**config.mk**
```make
export PLATFORM = sky130hd
export DESIGN_NAME = rx_fsm
export DESIGN_NICKNAME = d
export VERILOG_FILES = /design/src/rtl/uart_pkg.sv /design/src/rtl/tmr_vote.sv /design/src/rtl/rx_fsm.sv
export SDC_FILE = /design/constraint.sdc
export NUM_CORES = 1
export LEC_CHECK = 0
export ABC_AREA = 1
export CAP_MARGIN = 20
export CORE_MARGIN = 3
export CORE_UTILIZATION = 50
export DETAILED_ROUTE_END_ITERATION = 10
export GPL_ROUTABILITY_DRIVEN = 0
export HOLD_SLACK_MARGIN = 0.05
export PLACE_DENSITY = 0.69
export SETUP_SLACK_MARGIN = 0.2
export SYNTH_ARGS = -nofsm -noshare
export SYNTH_HDL_FRONTEND = slang
export SYNTH_HIERARCHICAL = 1
export SYNTH_SLANG_ARGS = --single-unit
```
**constraint.sdc**
```tcl
create_clock -name clk -period 2.29 [get_ports clk]
set_clock_uncertainty 0.15 [all_clocks]
set_input_delay 0.458 -clock clk [delete_from_list [all_inputs] [get_ports clk]]
set_output_delay 0.458 -clock clk [all_outputs]
set_load 0.05 [all_outputs]
```
**src/rtl/uart_pkg.sv**
```systemverilog
// +------------------------------------------------------------------+
// | uart_pkg : shared constants and types for the UART tx/rx cores   |
// | Rev 1.0  : initial release                                       |
// +------------------------------------------------------------------+
`default_nettype none

package uart_pkg;

  localparam int OVERSAMPLE_DEF = 16;

  typedef enum logic [4:0] {
    IDLE      = 5'b0_0001,
    STARTBIT  = 5'b0_0010,
    DATABITS  = 5'b0_0100,
    PARITYBIT = 5'b0_1000,
    STOPBIT   = 5'b1_0000
  } state_t;

  localparam logic ENABLE   = 1'b1;
  localparam logic DISABLE  = 1'b0;
  localparam logic EMPTY    = 1'b1;
  localparam logic NONEMPTY = 1'b0;

  function automatic logic maj3(input logic a, input logic b, input logic c);
    return (a & b) | (a & c) | (b & c);
  endfunction

endpackage

`default_nettype wire

```
**src/rtl/tmr_vote.sv**
```systemverilog
// +------------------------------------------------------------------+
// | tmr_vote : bitwise 2-of-3 majority voter for TMR registers       |
// | Rev 1.0  : initial release                                       |
// +------------------------------------------------------------------+
`default_nettype none

module tmr_vote #(
  parameter int WIDTH = 4
) (
  input  logic [WIDTH-1:0] a_i,
  input  logic [WIDTH-1:0] b_i,
  input  logic [WIDTH-1:0] c_i,
  output logic [WIDTH-1:0] y_o
);

  assign y_o = (a_i & b_i) | (a_i & c_i) | (b_i & c_i);

endmodule

`default_nettype wire

```
**src/rtl/rx_fsm.sv**
```systemverilog
// +------------------------------------------------------------------+
// | rx_fsm : UART receive FSM, 3-sample mid-bit vote, TMR state      |
// | Rev 1.0  : initial release                                       |
// +------------------------------------------------------------------+
`default_nettype none

module rx_fsm
  import uart_pkg::*;
#(
  parameter int OVERSAMPLE = OVERSAMPLE_DEF,
  parameter int DATA_BITS  = 8
) (
  input  logic       clk,
  input  logic       rst,
  input  logic       p_SampleTick_i,
  input  logic       Rx_i,
  input  logic       ParityEnable_i,
  input  logic       ParityOdd_i,
  output logic [4:0] State_o,
  output logic [3:0] BitCounter_o,
  output logic [7:0] Data_o,
  output logic       p_ByteValid_o,
  output logic       p_ParityErr_o,
  output logic       p_FrameErr_o
);

  localparam int MID = OVERSAMPLE / 2;

  logic                 rx_meta_q, rx_s_q;
  logic [4:0]           state0_q, state1_q, state2_q;
  logic [3:0]           bitcnt0_q, bitcnt1_q, bitcnt2_q;
  logic [3:0]           smpcnt0_q, smpcnt1_q, smpcnt2_q;
  logic                 smp0_q, smp1_q;
  logic [DATA_BITS-1:0] shift_q;
  logic                 par_en_q, par_odd_q, par_err_q;
  logic [7:0]           data_q;
  logic                 valid_q, perr_q, ferr_q;

  logic [4:0]           w_state;
  logic [3:0]           w_bitcnt, w_smpcnt;
  logic [3:0]           w_cnt_next;
  logic                 w_legal, w_voted, w_bit_end, w_mid_m1, w_mid, w_mid_p1;

  logic [4:0]           state_d;
  logic [3:0]           bitcnt_d, smpcnt_d;
  logic                 smp0_d, smp1_d;
  logic [DATA_BITS-1:0] shift_d;
  logic                 par_en_d, par_odd_d, par_err_d;
  logic [7:0]           data_d;
  logic                 valid_d, perr_d, ferr_d;

  tmr_vote #(.WIDTH(5)) u_vote_state (
    .a_i(state0_q), .b_i(state1_q), .c_i(state2_q), .y_o(w_state)
  );
  tmr_vote #(.WIDTH(4)) u_vote_bitcnt (
    .a_i(bitcnt0_q), .b_i(bitcnt1_q), .c_i(bitcnt2_q), .y_o(w_bitcnt)
  );
  tmr_vote #(.WIDTH(4)) u_vote_smpcnt (
    .a_i(smpcnt0_q), .b_i(smpcnt1_q), .c_i(smpcnt2_q), .y_o(w_smpcnt)
  );

  // The sample counter register holds the count of the last tick, so the
  // count belonging to the current tick is one ahead of it.
  assign w_cnt_next = (w_smpcnt == 4'(OVERSAMPLE - 1)) ? 4'd0 : w_smpcnt + 4'd1;
  assign w_bit_end  = (w_cnt_next == 4'(OVERSAMPLE - 1));
  assign w_mid_m1   = (w_cnt_next == 4'(MID - 1));
  assign w_mid      = (w_cnt_next == 4'(MID));
  assign w_mid_p1   = (w_cnt_next == 4'(MID + 1));
  assign w_voted    = maj3(smp0_q, smp1_q, rx_s_q);
  assign w_legal    = (w_state == IDLE) || (w_state == STARTBIT) || (w_state == DATABITS) ||
                      (w_state == PARITYBIT) || (w_state == STOPBIT);

  always_comb begin
    state_d   = w_state;
    bitcnt_d  = '0;
    smpcnt_d  = w_cnt_next;
    smp0_d    = w_mid_m1 ? rx_s_q : smp0_q;
    smp1_d    = w_mid    ? rx_s_q : smp1_q;
    shift_d   = shift_q;
    par_en_d  = par_en_q;
    par_odd_d = par_odd_q;
    par_err_d = par_err_q;
    data_d    = data_q;
    valid_d   = 1'b0;
    perr_d    = 1'b0;
    ferr_d    = 1'b0;
    case (w_state)
      IDLE: begin
        smpcnt_d = '0;
        if (!rx_s_q) begin
          state_d   = STARTBIT;
          par_en_d  = ParityEnable_i;
          par_odd_d = ParityOdd_i;
        end
      end
      STARTBIT: begin
        if (w_mid_p1 && w_voted) begin
          state_d  = IDLE;
          smpcnt_d = '0;
        end else if (w_bit_end) begin
          state_d = DATABITS;
        end
      end
      DATABITS: begin
        bitcnt_d = w_bitcnt;
        if (w_mid_p1) shift_d = {w_voted, shift_q[DATA_BITS-1:1]};
        if (w_bit_end) begin
          if (w_bitcnt == 4'(DATA_BITS - 1)) begin
            state_d  = (par_en_q == ENABLE) ? PARITYBIT : STOPBIT;
            bitcnt_d = '0;
          end else begin
            bitcnt_d = w_bitcnt + 4'd1;
          end
        end
      end
      PARITYBIT: begin
        if (w_mid_p1) par_err_d = w_voted ^ (^shift_q) ^ par_odd_q;
        if (w_bit_end) state_d = STOPBIT;
      end
      STOPBIT: begin
        // Decide at mid-bit and drop to IDLE so a back-to-back start is seen.
        if (w_mid_p1) begin
          data_d                 = '0;
          data_d[DATA_BITS-1:0]  = shift_q;
          valid_d                = 1'b1;
          ferr_d                 = ~w_voted;
          perr_d                 = par_err_q & par_en_q;
          state_d                = IDLE;
          smpcnt_d               = '0;
        end
      end
      default: begin
        state_d  = IDLE;
        smpcnt_d = '0;
      end
    endcase
  end

  always_ff @(posedge clk or negedge rst) begin
    if (!rst) begin
      rx_meta_q <= 1'b1;
      rx_s_q    <= 1'b1;
      state0_q  <= IDLE;
      state1_q  <= IDLE;
      state2_q  <= IDLE;
      bitcnt0_q <= '0;
      bitcnt1_q <= '0;
      bitcnt2_q <= '0;
      smpcnt0_q <= '0;
      smpcnt1_q <= '0;
      smpcnt2_q <= '0;
      smp0_q    <= 1'b1;
      smp1_q    <= 1'b1;
      shift_q   <= '0;
      par_en_q  <= 1'b0;
      par_odd_q <= 1'b0;
      par_err_q <= 1'b0;
      data_q    <= '0;
      valid_q   <= 1'b0;
      perr_q    <= 1'b0;
      ferr_q    <= 1'b0;
    end else begin
      rx_meta_q <= Rx_i;
      rx_s_q    <= rx_meta_q;
      valid_q   <= 1'b0;
      perr_q    <= 1'b0;
      ferr_q    <= 1'b0;
      if (!w_legal) begin
        state0_q  <= IDLE;
        state1_q  <= IDLE;
        state2_q  <= IDLE;
        bitcnt0_q <= '0;
        bitcnt1_q <= '0;
        bitcnt2_q <= '0;
        smpcnt0_q <= '0;
        smpcnt1_q <= '0;
        smpcnt2_q <= '0;
      end else if (p_SampleTick_i) begin
        state0_q  <= state_d;
        state1_q  <= state_d;
        state2_q  <= state_d;
        bitcnt0_q <= bitcnt_d;
        bitcnt1_q <= bitcnt_d;
        bitcnt2_q <= bitcnt_d;
        smpcnt0_q <= smpcnt_d;
        smpcnt1_q <= smpcnt_d;
        smpcnt2_q <= smpcnt_d;
        smp0_q    <= smp0_d;
        smp1_q    <= smp1_d;
        shift_q   <= shift_d;
        par_en_q  <= par_en_d;
        par_odd_q <= par_odd_d;
        par_err_q <= par_err_d;
        data_q    <= data_d;
        valid_q   <= valid_d;
        perr_q    <= perr_d;
        ferr_q    <= ferr_d;
      end
    end
  end

  assign State_o       = w_state;
  assign BitCounter_o  = w_bitcnt;
  assign Data_o        = data_q;
  assign p_ByteValid_o = valid_q;
  assign p_ParityErr_o = perr_q;
  assign p_FrameErr_o  = ferr_q;

endmodule

`default_nettype wire
```
Word-level counts from Yosys, hierarchy flattened --
Index checks and enable logic that the tools add are counted.
Word-level totals: bits in registers 39, bits of input ports 6
Cells by class: $add $sub $neg 2, equal/unequal tests 12, mux-type cells 34, bitwise gates (word level) 19, reduce and logical (&&, ||, !) cells 13
Operators by type and width (count):
- $mux W5 | 10
- $mux W4 | 10
- $pmux W5 S5 | 1
- $eq A4 B4 Y1 const B | 4
- $or A4 B4 Y4 | 4
- $reduce_and A4 Y1 | 4
- $mux W1 | 12
- $pmux W4 S3 | 1
- $or A5 B5 Y5 | 2
- $add A4 B1 Y4 const B | 2
- $and A4 B4 Y4 | 2
- $eq A4 B3 Y1 const B | 2
- $reduce_xor A8 Y1 | 1
- $reduce_and A3 Y1 | 2
- $and A5 B5 Y5 | 1
- $eq A5 B1 Y1 const B | 1
- $eq A5 B2 Y1 const B | 1
- $eq A5 B3 Y1 const B | 1
- $eq A5 B4 Y1 const B | 1
- $eq A5 B5 Y1 const B | 1
- $and A1 B1 Y1 | 4
- $logic_or A1 B1 Y1 | 4
- $ne A2 B2 Y1 const B | 1
- $not A1 Y1 | 2
- other kinds (4) | 6

Depth between registers and ports, before layout --
word-level depth 11, depth in mapped cells 13, mapped depth without buffers 13

Hierarchy --
The synthesis kept the hierarchy.
Modules (own cells, without submodules):
- rx_fsm | times used 1, cells each 282, area an instance 2185.8 sq um, seq. area each 982.2 sq um
- tmr_vote at u_vote_bitcnt ... | times used 2, cells each 16, area an instance 85.1 sq um, seq. area each 0.0 sq um
- tmr_vote at u_vote_state | times used 1, cells each 20, area an instance 106.4 sq um, seq. area each 0.0 sq um

Least setup slack after synthesis --
Ideal clock, no wire load.
path kind flip-flop to flip-flop, start reg state2_q[0], end reg smpcnt2_q[2], library setup time 0.132 ns, data arrival time 1.859 ns, path slack 0.149 ns, cell stages (with the launch flop) 13, period minus slack after synthesis 2.141 ns, path through dfstp_2 nand2_1 nand3_2 nor2_1 nand3_1 nand2_1 nor2_2 nand2_1 nand2_2 inv_2 buf_6 nand2_1 o31ai_1
On the way: longest elaborated chain between the ends 9
RTL lines:
- from (decl) | line rx_fsm.sv:30 | logic [4:0] state0_q, state1_q, state2_q;
- from (signal assigned) | line rx_fsm.sv:181 | state2_q <= state_d;
- $and A5 B5 Y5 (*) | line tmr_vote.sv:16 | assign y_o = (a_i & b_i) | (a_i & c_i) | (b_i & c_i);
- $or A5 B5 Y5 | line tmr_vote.sv:16
- $or A5 B5 Y5 (*) | line tmr_vote.sv:16
- via State_o[0] | line rx_fsm.sv:19 | output logic [4:0] State_o,
- parallel branches: the longest is 6 deep, another holds $eq A5 B3 Y1
- to (signal assigned) | line rx_fsm.sv:187 | smpcnt2_q <= smpcnt_d;
- to (decl) | line rx_fsm.sv:32 | logic [3:0] smpcnt0_q, smpcnt1_q, smpcnt2_q;
Mark *: on every way through the listed nets, which the timed path passes. The select of a mux whose other input is x is not followed. A chain may end at the register's enable or synchronous reset.

Worst setup path after layout --
start reg smpcnt2_q[0], end reg data_q[0], in the netlist Data_o[0]
On the way: longest elaborated chain between the ends 7
RTL lines:
- $and A4 B4 Y4 (*) | line tmr_vote.sv:16
- $or A4 B4 Y4 | line tmr_vote.sv:16
- $or A4 B4 Y4 (*) | line tmr_vote.sv:16
- via w_smpcnt[0] | line rx_fsm.sv:40 | logic [3:0] w_bitcnt, w_smpcnt;
- $add A4 B1 Y4 / $eq A4 B4 Y1 (equally long branches) | line rx_fsm.sv:64 | assign w_cnt_next = (w_smpcnt == 4'(OVERSAMPLE - 1)) ? 4'd0 : w_smpcnt + 4'd1;
- $mux W4 (*) | line rx_fsm.sv:64
- $eq A4 B4 Y1 (*) | line rx_fsm.sv:68 | assign w_mid_p1 = (w_cnt_next == 4'(MID + 1));
- $reduce_and A4 Y1 (no source line) (*)
- to (signal assigned) | line rx_fsm.sv:194 | data_q <= data_d;
- to (decl) | line rx_fsm.sv:36 | logic [7:0] data_q;
The timed path passes the listed nets; every way through them passes the cells marked *.

==> summary.txt <==
status: completed
Finished Layout Cells: 444
share of layout cells above drive strength 1: 26.1%
WS Path Type: flip-flop to flip-flop
vias post-DR: 2185
Pwr Total: 1.97 mW
CP dominant cell by count: nand3_4
num rows: 24
area leader, netlist: dfrtp_1
routed vias/inst: 4.92
# IOs: 26
Fin. Hold Viols: 0
DRC: 0
H-tree depth: 2
PwrDens: 628 nW/µm²
slowest stage cell on the critical path: dfrtp_2
hold_sp: rx_meta_q
Period minus WS final: 2070 ps
crit path cell chain: nand2_2, nand3_4, ha_4, xnor2_4, nand3_4, buf_12, buf_4, nor3_2, nor2_1
die width: 76.2 µm
Initial DRT Pass Iterations: 4
Routed WL per cell: 12.3 µm
post-DP HPWL: 3.82 mm
Reg2Reg Depth: 9
initial antenna violation count: 0
synthesis warning total: 6
P&R area growth vs syn: 27.6%
grt total ovfl: 0
clk slew on worst S/H paths: 80 ps
part of the Yosys area used for sequential elements: 39.9%
worst slew pin tran: 512 ps
Die Y: 76.2 µm
1st-iter DRT viols: 163
Max Clock Freq: 0.483 GHz
Avg Cell Area, Syn: 7.37 µm²
final instance area: 3140 µm²
global-route wire length before repair: 9.29 mm
worst endpoint required time: 2320 ps
hold path endpoint: rx_s_q
CP peak stage delay: 470 ps
Hold Path Class: flip-flop to flip-flop
flop-to-flop setup slack: 220 ps
n_diodes: 0
CTS tree: done
clk root buf: clkbuf_8
CP startpoint kind: flip-flop
final worst-path cycle share: 90.4%
antenna viol nets, final: 0
CTS Buf Count: 5
vias in the first global route: 2001
Worst R2R End: Data_o[0]
Placed Cells: 425
Worst VDD drop: 0.395 mV
filler instances: 388
fin. max-slew vios: 0
CP arrival: 2100 ps
largest net degree at the start of global routing: 23
core area: 4560 µm²
GRT Total Usage: 19.6%
RSZ-0062 raised after global routing: yes
cell count after synthesis: 334
syn nets: 345
post-route setup TNS: 0 ps
die area: 5800 µm²
final setup vio count: 0
Hold Path Depth: 0
crit path max fanout: 8
clk_lat worst skew: 300 ps
Post-DP Area: 2810 µm²
worst r2r src: smpcnt2_q[0]
Bufs on Longest Clock Path: 2
cell area after synthesis: 2460 µm²
Seq cells post-synth: 39
max cap viols: 0
Initial Util: 53.9%
slew margin rel.: 65.8%
Synth area leaders: dfrtp_1 35%, nand2_1 18%, nand3_1 6.3%, nand3_2 5.7%, dfstp_2 5.3%
Synth top area share: 34.6%
I/O Buffers: 25
static leakage: 1.71 nW
# nets final: 389
# clock sinks: 39
drt total wl: 5.47 mm
CP endpoint kind: flip-flop
Yosys cell types: 31
==> metal layers <==
layer	GRT usage [%]	part of all wire (%)	vias to the layer above
met5	0	0	-
met1	27.7	50	967
met2	30.1	44	42
li1	-	-	1167
met3	4.61	4.2	9
met4	5.62	1.4	0
==> area by class of cell <==
| cell class | count | area, µm² | share of cell area [%] |
|---|---|---|---|
| well taps | 65 | 81.3 | 2.59 |
| clock buffers | 6 | 72.6 | 2.31 |
| clock inverters | 2 | 12.5 | 0.398 |
| multi-input cells | 265 | 1490 | 47.3 |
| inverters | 27 | 109 | 3.46 |
| flip-flops and latches | 39 | 988 | 31.4 |
| repair buffers | 40 | 392 | 12.5 |
==> registers in the layout, indices dropped and copies added (netlist names) <==
signal / flops
par_err_q: 1
smp1_q: 1
p_ParityErr_o: 1
smpcnt2_q: 4
shift_q: 8
p_FrameErr_o: 1
rx_s_q: 1
Data_o: 8
par_odd_q: 1
smp0_q: 1
state2_q: 5
rx_meta_q: 1
par_en_q: 1
p_ByteValid_o: 1
bitcnt2_q: 4
==> cells in the mapped netlist <==
library cell  number
a31oi_1            1
nand4_1            5
inv_1             23
buf_6              1
nand2_2            5
dfstp_2            5
xor2_1             4
nand3_1           31
buf_2              1
nor2_4             2
nor2_1            31
and3_1             1
inv_2              4
a21oi_2            1
a21oi_1            1
nor3_1            10
or2_0              1
o21ai_1           10
o21ai_0            8
xnor2_1            4
nand3_4            1
a31o_2             1
ha_1               5
buf_4              2
nor2_2             6
dfrtp_1           34
nand2_1          119
o31ai_1            1
xnor2_2            1
nand3_2           14
mux2_2             1
==> layout by cell type (no fill, tap or decap), drive strengths merged <==
cell,netlist,routed
xor2,4,4
nand4,5,5
mux2,1,1
clkbuf,0,6
o31ai,1,1
nor3,10,10
a31oi,1,1
and3,1,1
inv,27,27
buf,4,24
ha,5,5
dfstp,5,5
or2,1,1
o21ai,18,18
dlymetal6s2s,0,5
clkinv,0,1
nand2,124,125
a21oi,2,2
xnor2,5,5
nor2,39,39
clkinvlp,0,1
a31o,1,1
dfrtp,34,34
clkdlybuf4s50,0,10
nand3,46,46
dlygate4sd3,0,1
==> cells by family after synthesis <==
family,after synthesis,share of synthesized area [%]
DFF,39,39.9
adders and majority gates,5,2.54
and+or+nand+nor,226,43.1
AOI/OAI and AO/OA,23,5.13
buffers and inverters,31,5.39
xor gates and xnor gates,9,3.51
muxes,1,0.457
==> metrics by stage <==
stage	worst slack [ps]	utilization, %	hold WS [ps]
3_3_place_gp	60.0	61.6	200
5_1_grt	90.3	68.9	218
3_5_place_dp	44.7	61.6	198
4_1_cts	201	65.8	214
6_report	219	68.9	212
2_1_floorplan	190	-	12.4
==> repair_timing <==
action | 4_1_cts | 5_1_grt
setup endpoints to repair | 31 | 40
hold buffers | 1 | 0
endpoints found under the hold margin | 13 | 0
pin swaps | 3 | 19
resized for setup | 15 | 30
buffers inserted | 2 | 7
cloned | 0 | 1
==> worst max-delay path by stage <==
stage	startpoint	to	slack, ps	cells after the start
after floorplan	state2_q[2]	smpcnt2_q[2]	190	13
after global placement	state2_q[0]	bitcnt2_q[2]	60	11
after detailed placement	state2_q[0]	bitcnt2_q[2]	40	11
after CTS	smpcnt2_q[1]	Data_o[5]	200	11
after global routing	state2_q[3]	smpcnt2_q[3]	90	10
final	smpcnt2_q[0]	Data_o[0]	220	9
==> report_power, final <==
group          switching (mW)  leakage (nW)  internal [mW]
Combinational           0.490          1.15          0.241
Sequential             0.0418         0.513          0.734
Clock                   0.255        0.0412          0.213
Total                   0.787          1.71           1.19
==> critical path, delay by kind of cell, from the launching register on <==
family	cells	cell delay, ps
flops	1	470
buf+inv	2	300
xor+xnor	1	240
fa+ha+maj	1	210
simple gates	5	590
Note: power is estimated with default switching activity, not from simulation.
